<file path="src/rtl/divider_pkg.sv">
// Shared types for the radix-2 restoring divider.
// Holds the control FSM state encoding.
package divider_pkg;

  typedef enum logic {
    IDLE = 1'b0,
    RUN  = 1'b1
  } div_state_e;

endpackage

</file>
<file path="src/rtl/divider_if.sv">
// Start/done request bus of the divider.
// master: start,a,b out; busy,done,q,r,div_by_zero in.
interface divider_if #(
  parameter int length = 16
) ();

  logic              start;
  logic [length-1:0] a;
  logic [length-1:0] b;
  logic              busy;
  logic              done;
  logic [length-1:0] q;
  logic [length-1:0] r;
  logic              div_by_zero;

  modport master (
    output start, a, b,
    input  busy, done, q, r, div_by_zero
  );

  modport slave (
    input  start, a, b,
    output busy, done, q, r, div_by_zero
  );

endinterface

</file>
<file path="src/rtl/divider_step.sv">
// One restoring-division iteration, purely combinational.
// rem_i/bit_i/dvs_i in; rem_o (next remainder), qbit_o out.
module divider_step #(
  parameter int length = 16
) (
  input  logic [length:0]   rem_i,
  input  logic              bit_i,
  input  logic [length-1:0] dvs_i,
  output logic [length:0]   rem_o,
  output logic              qbit_o
);

  logic [length:0] sh;
  logic [length:0] dvs_x;
  logic            ge;

  // partial remainder stays below the divisor, so its MSB is always 0
  logic unused_msb;
  assign unused_msb = rem_i[length];

  assign sh     = {rem_i[length-1:0], bit_i};
  assign dvs_x  = {1'b0, dvs_i};
  assign ge     = (sh >= dvs_x);
  assign rem_o  = ge ? (sh - dvs_x) : sh;
  assign qbit_o = ge;

endmodule

</file>
<file path="src/rtl/divider.sv">
// Sequential unsigned divider, one quotient bit per clock.
// clk, rst_n plain; bus (slave) carries start/a/b and results.
module divider
  import divider_pkg::*;
#(
  parameter int length = 16
) (
  input  logic     clk,
  input  logic     rst_n,
  divider_if.slave bus
);

  localparam int CW = $clog2(length + 1);

  div_state_e        state_q, state_d;
  logic [CW-1:0]     cnt_q, cnt_d;
  logic [length-1:0] dvd_q, dvd_d;
  logic [length-1:0] dvs_q, dvs_d;
  logic [length:0]   rem_q, rem_d;
  logic [length-1:0] quo_q, quo_d;
  logic [length-1:0] res_q, res_d;
  logic              dbz_q, dbz_d;
  logic              done_q, done_d;

  logic [length:0]   rem_nx;
  logic              qbit;

  divider_step #(
    .length (length)
  ) u_step (
    .rem_i  (rem_q),
    .bit_i  (dvd_q[length-1]),
    .dvs_i  (dvs_q),
    .rem_o  (rem_nx),
    .qbit_o (qbit)
  );

  always_comb begin
    state_d = state_q;
    cnt_d   = cnt_q;
    dvd_d   = dvd_q;
    dvs_d   = dvs_q;
    rem_d   = rem_q;
    quo_d   = quo_q;
    res_d   = res_q;
    dbz_d   = dbz_q;
    done_d  = 1'b0;
    unique case (state_q)
      IDLE: begin
        if (bus.start) begin
          state_d = RUN;
          dvd_d   = bus.a;
          dvs_d   = bus.b;
          rem_d   = '0;
          cnt_d   = CW'(length);
        end
      end
      RUN: begin
        // dividend register doubles as the quotient
        dvd_d = {dvd_q[length-2:0], qbit};
        rem_d = rem_nx;
        cnt_d = cnt_q - CW'(1);
        if (cnt_q == CW'(1)) begin
          state_d = IDLE;
          quo_d   = {dvd_q[length-2:0], qbit};
          res_d   = rem_nx[length-1:0];
          dbz_d   = (dvs_q == '0);
          done_d  = 1'b1;
        end
      end
      default: state_d = IDLE;
    endcase
  end

  always_ff @(posedge clk or negedge rst_n) begin
    if (!rst_n) begin
      state_q <= IDLE;
      cnt_q   <= '0;
      dvd_q   <= '0;
      dvs_q   <= '0;
      rem_q   <= '0;
      quo_q   <= '0;
      res_q   <= '0;
      dbz_q   <= 1'b0;
      done_q  <= 1'b0;
    end else begin
      state_q <= state_d;
      cnt_q   <= cnt_d;
      dvd_q   <= dvd_d;
      dvs_q   <= dvs_d;
      rem_q   <= rem_d;
      quo_q   <= quo_d;
      res_q   <= res_d;
      dbz_q   <= dbz_d;
      done_q  <= done_d;
    end
  end

  assign bus.busy        = (state_q == RUN);
  assign bus.done        = done_q;
  assign bus.q           = quo_q;
  assign bus.r           = res_q;
  assign bus.div_by_zero = dbz_q;

endmodule

</file>
<file path="src/flat_wrapper.sv">
// flat-port wrapper written by rule: the top's interface ports become plain ports
module divider_flat import divider_pkg::*;
#(
  parameter int length = 16
)
  (clk, rst_n, bus_start, bus_a, bus_b, bus_busy, bus_done, bus_q, bus_r, bus_div_by_zero);
  divider_if #(.length(length)) bus_i ();
  input  logic clk;
  input  logic rst_n;
  input wire logic [$bits(bus_i.start)-1:0] bus_start;
  input wire logic [$bits(bus_i.a)-1:0] bus_a;
  input wire logic [$bits(bus_i.b)-1:0] bus_b;
  output wire logic [$bits(bus_i.busy)-1:0] bus_busy;
  output wire logic [$bits(bus_i.done)-1:0] bus_done;
  output wire logic [$bits(bus_i.q)-1:0] bus_q;
  output wire logic [$bits(bus_i.r)-1:0] bus_r;
  output wire logic [$bits(bus_i.div_by_zero)-1:0] bus_div_by_zero;
  assign bus_i.start = bus_start;
  assign bus_i.a = bus_a;
  assign bus_i.b = bus_b;
  assign bus_busy = bus_i.busy;
  assign bus_done = bus_i.done;
  assign bus_q = bus_i.q;
  assign bus_r = bus_i.r;
  assign bus_div_by_zero = bus_i.div_by_zero;
  divider #(.length(length)) u_core (.clk(clk), .rst_n(rst_n), .bus(bus_i));
endmodule
</file>
<file path="config.mk">
export PLATFORM = sky130hd
export DESIGN_NAME = divider_flat
export DESIGN_NICKNAME = d
export VERILOG_FILES = /design/src/rtl/divider_pkg.sv /design/src/rtl/divider_if.sv /design/src/rtl/divider_step.sv /design/src/rtl/divider.sv /design/src/flat_wrapper.sv
export SDC_FILE = /design/constraint.sdc
export NUM_CORES = 1
export LEC_CHECK = 0
export CAP_MARGIN = 10
export CORE_ASPECT_RATIO = 1.1
export CORE_MARGIN = 10
export CORE_UTILIZATION = 55
export DETAILED_ROUTE_END_ITERATION = 10
export HOLD_SLACK_MARGIN = 0.06
export PLACE_DENSITY = 0.8
export SYNTH_ARGS = -nofsm -noshare
export SYNTH_HDL_FRONTEND = slang
export SYNTH_HIERARCHICAL = 1
export SYNTH_SLANG_ARGS = --single-unit
</file>
<file path="constraint.sdc">
create_clock -name clk -period 4 [get_ports clk]
set_clock_uncertainty 0.15 [all_clocks]
set_input_delay 0.8 -clock clk [delete_from_list [all_inputs] [get_ports clk]]
set_output_delay 0.8 -clock clk [all_outputs]
set_load 0.01 [all_outputs]
</file>
==> impl_metrics.ini <==
[cts]
cts_made_buffers = 9
cts-root-buf = clkbuf_8
clk_pin_slew_worst_paths_ns = 0.09
htreeDepth = 3
hold_buffers = 0
clock-sinks = 88
cts_buffer_depth = 2
post_cts_resized = 0
cts_setup_buffers = 0
clkLatencyLatePin_ns = 0.36
cts_tree = yes

[sta]
finalHoldViolCount = 0
tns_ns = 0
slew_headroom_pct = 22.66
fin_crit_sh_pct = 79.21
finalMaxSlewViolations = 0
rsz0062_at_grt = no
fin_crit_ns = 3.168
tightest_slew_ns = 1.160
fmax_mhz = 315.6
setup_viol = 0

[worst_setup_path]
path_depth = 9
cp_top_family = compound AO/OA/AOI/OAI gates
slowest_delay_ns = 0.42
rrSetupSlack_ns = 0.83
start_kind = flop
path_buf_inv = 1
r2r-end = u_core/bus.r[6]
crit_chain = ha_1, a211oi_2, o21bai_2, nor4_2, o31ai_2, o31ai_4, buf_4, mux2_2, mux2_4
crit_path_max_fanout = 15
timing_worst_setup_path_type = flop to flop
crit_arrival_ns = 3.26
rr_worst_depth = 9
worst_r2r_startpoint = u_core/rem_q[5]
crit_path_top_delay_cell = ha_1
startpoint = u_core/rem_q[5]
required_ns = 4.09
crit_path_end_kind = flop

[hold_path]
holdCritStartpoint = u_core/bus.r[0]
min_path_cells = 1
min_path_type = flop to flop
min_to = u_core/bus.r[0]

[global_route]
gr-usage-met2_pct = 26.85
antenna_found_initial = 0
grt_use_total_pct = 16.56
grt_max_degree = 89
busiest_layer = met2
grt_pass1_wl_um = 16810
grtUsageMet3_pct = 4.217
gr-total-overflow = 0
grt_pass1_vias = 3348
grt_use_met1_pct = 21.14

[routing]
vias = 3229
vias_per_cell = 5.675
ant_nets = 0
routed_wl_um = 10360
drt_first_iter_violations = 199
dr.pass1.iters = 6
wl_per_cell_um = 18.20
drc = 0

[power_and_ir_drop]
ir_drop_mv = 0.4937
p_per_area_nw_per_um2 = 1087
finalPower_mw = 6.143
p_leak_nw = 2.658

[placement]
hpwl_um = 7299
portBuffers = 69
place.gp.congestion = 0.9114
dp.cells = 553

[yosys]
yosys_warnings = 6
netlist_area_sq_um = 4703
syn_avg_cell_area_sq_um = 12.06
synth_cells = 390
synth_nets = 444

[floorplanning]
die_y_um = 117.0
io-pin-count = 70
die_x_um = 108.2
start_util_pct = 56.23
fp-row-count = 35
die_area_sq_um = 12650
core_area_sq_um = 8364

[cells_and_area]
fill_cells = 653
drive_above_1_share_pct = 20.74
fin_nets = 507
layout.cells.non_filler = 569
antennaDiodeCount = 0
area_delta_synth_final_pct = 20.16

[outcome]
status = finished, final reports clean

[flow_run]
max_cap_violations = 0
## layer usage
metal | part of all wire, % | vias up
met5 | 0 | -
met4 | 1.1 | 0
met3 | 5.8 | 10
met2 | 46 | 96
met1 | 47 | 1608
li1 | - | 1515
## where the power goes
| part | internal (mW) | switching (mW) | leakage (nW) | total, mW |
|---|---|---|---|---|
| registers | 1.36 | 0.338 | 1.07 | 1.70 |
| clock network | 0.314 | 0.339 | 0.104 | 0.653 |
| logic | 2.08 | 1.71 | 1.49 | 3.79 |
## placed cells by master, fill, tap and decap left out, drive strengths merged, types with 2 or more instances in the layout
| master | count |
|---|---|
| clkdlybuf4s50 | 68 |
| nor3 | 5 |
| xor2 | 6 |
| ha | 18 |
| clkbuf | 10 |
| a31oi | 2 |
| or3 | 2 |
| nand4 | 4 |
| inv | 27 |
| nand2 | 24 |
| nand3 | 3 |
| xnor2 | 9 |
| dfrtp | 88 |
| o21ai | 20 |
| nor4 | 6 |
| nor2 | 8 |
| buf | 6 |
| a21oi | 9 |
| mux2 | 62 |
| a22o | 16 |
| nor2b | 7 |
| o31ai | 5 |
| mux2i | 20 |
| a211oi | 2 |
| a21o | 8 |
| nand2b | 2 |
| nor3b | 4 |
## registers in the layout, indices dropped and copies added (netlist names)
| register | count |
|---|---|
| u_core/bus.done | 1 |
| u_core/dvs_q | 16 |
| u_core/bus.div_by_zero | 1 |
| u_core/bus.busy | 1 |
| u_core/dvd_q | 16 |
| u_core/cnt_q | 5 |
| u_core/rem_q | 16 |
| u_core/bus.q | 16 |
| u_core/bus.r | 16 |
## worst reg2reg max path, stage by stage, from the launching register on
cell      delay [ns]
dfrtp_1         0.41
ha_1            0.42
a211oi_2        0.29
o21bai_2        0.15
nor4_2          0.29
o31ai_2         0.12
o31ai_4         0.25
buf_4           0.33
mux2_2          0.39
mux2_4          0.27
## metrics by stage
stage / cell area (sq um) / hold slack, ns / util [%] / setup WS, ns
after floorplan: 4703 / 0.3142 / - / 1.089
after global placement: 5441 / 0.3386 / 65.06 / 0.9528
after detailed placement: 5441 / 0.3459 / 65.06 / 0.8650
after CTS: 5652 / 0.3709 / 67.57 / 0.8437
after global routing: 5652 / 0.3866 / 67.57 / 0.6851
final: 5652 / 0.3642 / 67.57 / 0.8317
## area by class of cell
cell class	instances	area (sq um)	share of cell area (%)
multi-input combinational	256	2285	40.43
sequential	88	2202	38.96
timing repair buffer	74	725.7	12.84
tap	111	138.9	2.457
clock buffer	10	137.6	2.435
inverter	24	90.09	1.594
clock inverter	6	72.57	1.284
## how the worst max path moves through the flow
stage | endpoint | slack (ns)
detailed placement | u_core/bus.r[7] | 0.87
CTS | u_core/bus.r[6] | 0.84
global route | u_core/bus.r[6] | 0.69
global placement | u_core/bus.r[4] | 0.95
finish | u_core/bus.r[6] | 0.83
floorplan | u_core/bus.r[10] | 1.09
Note: power is estimated with default switching activity, not from simulation.
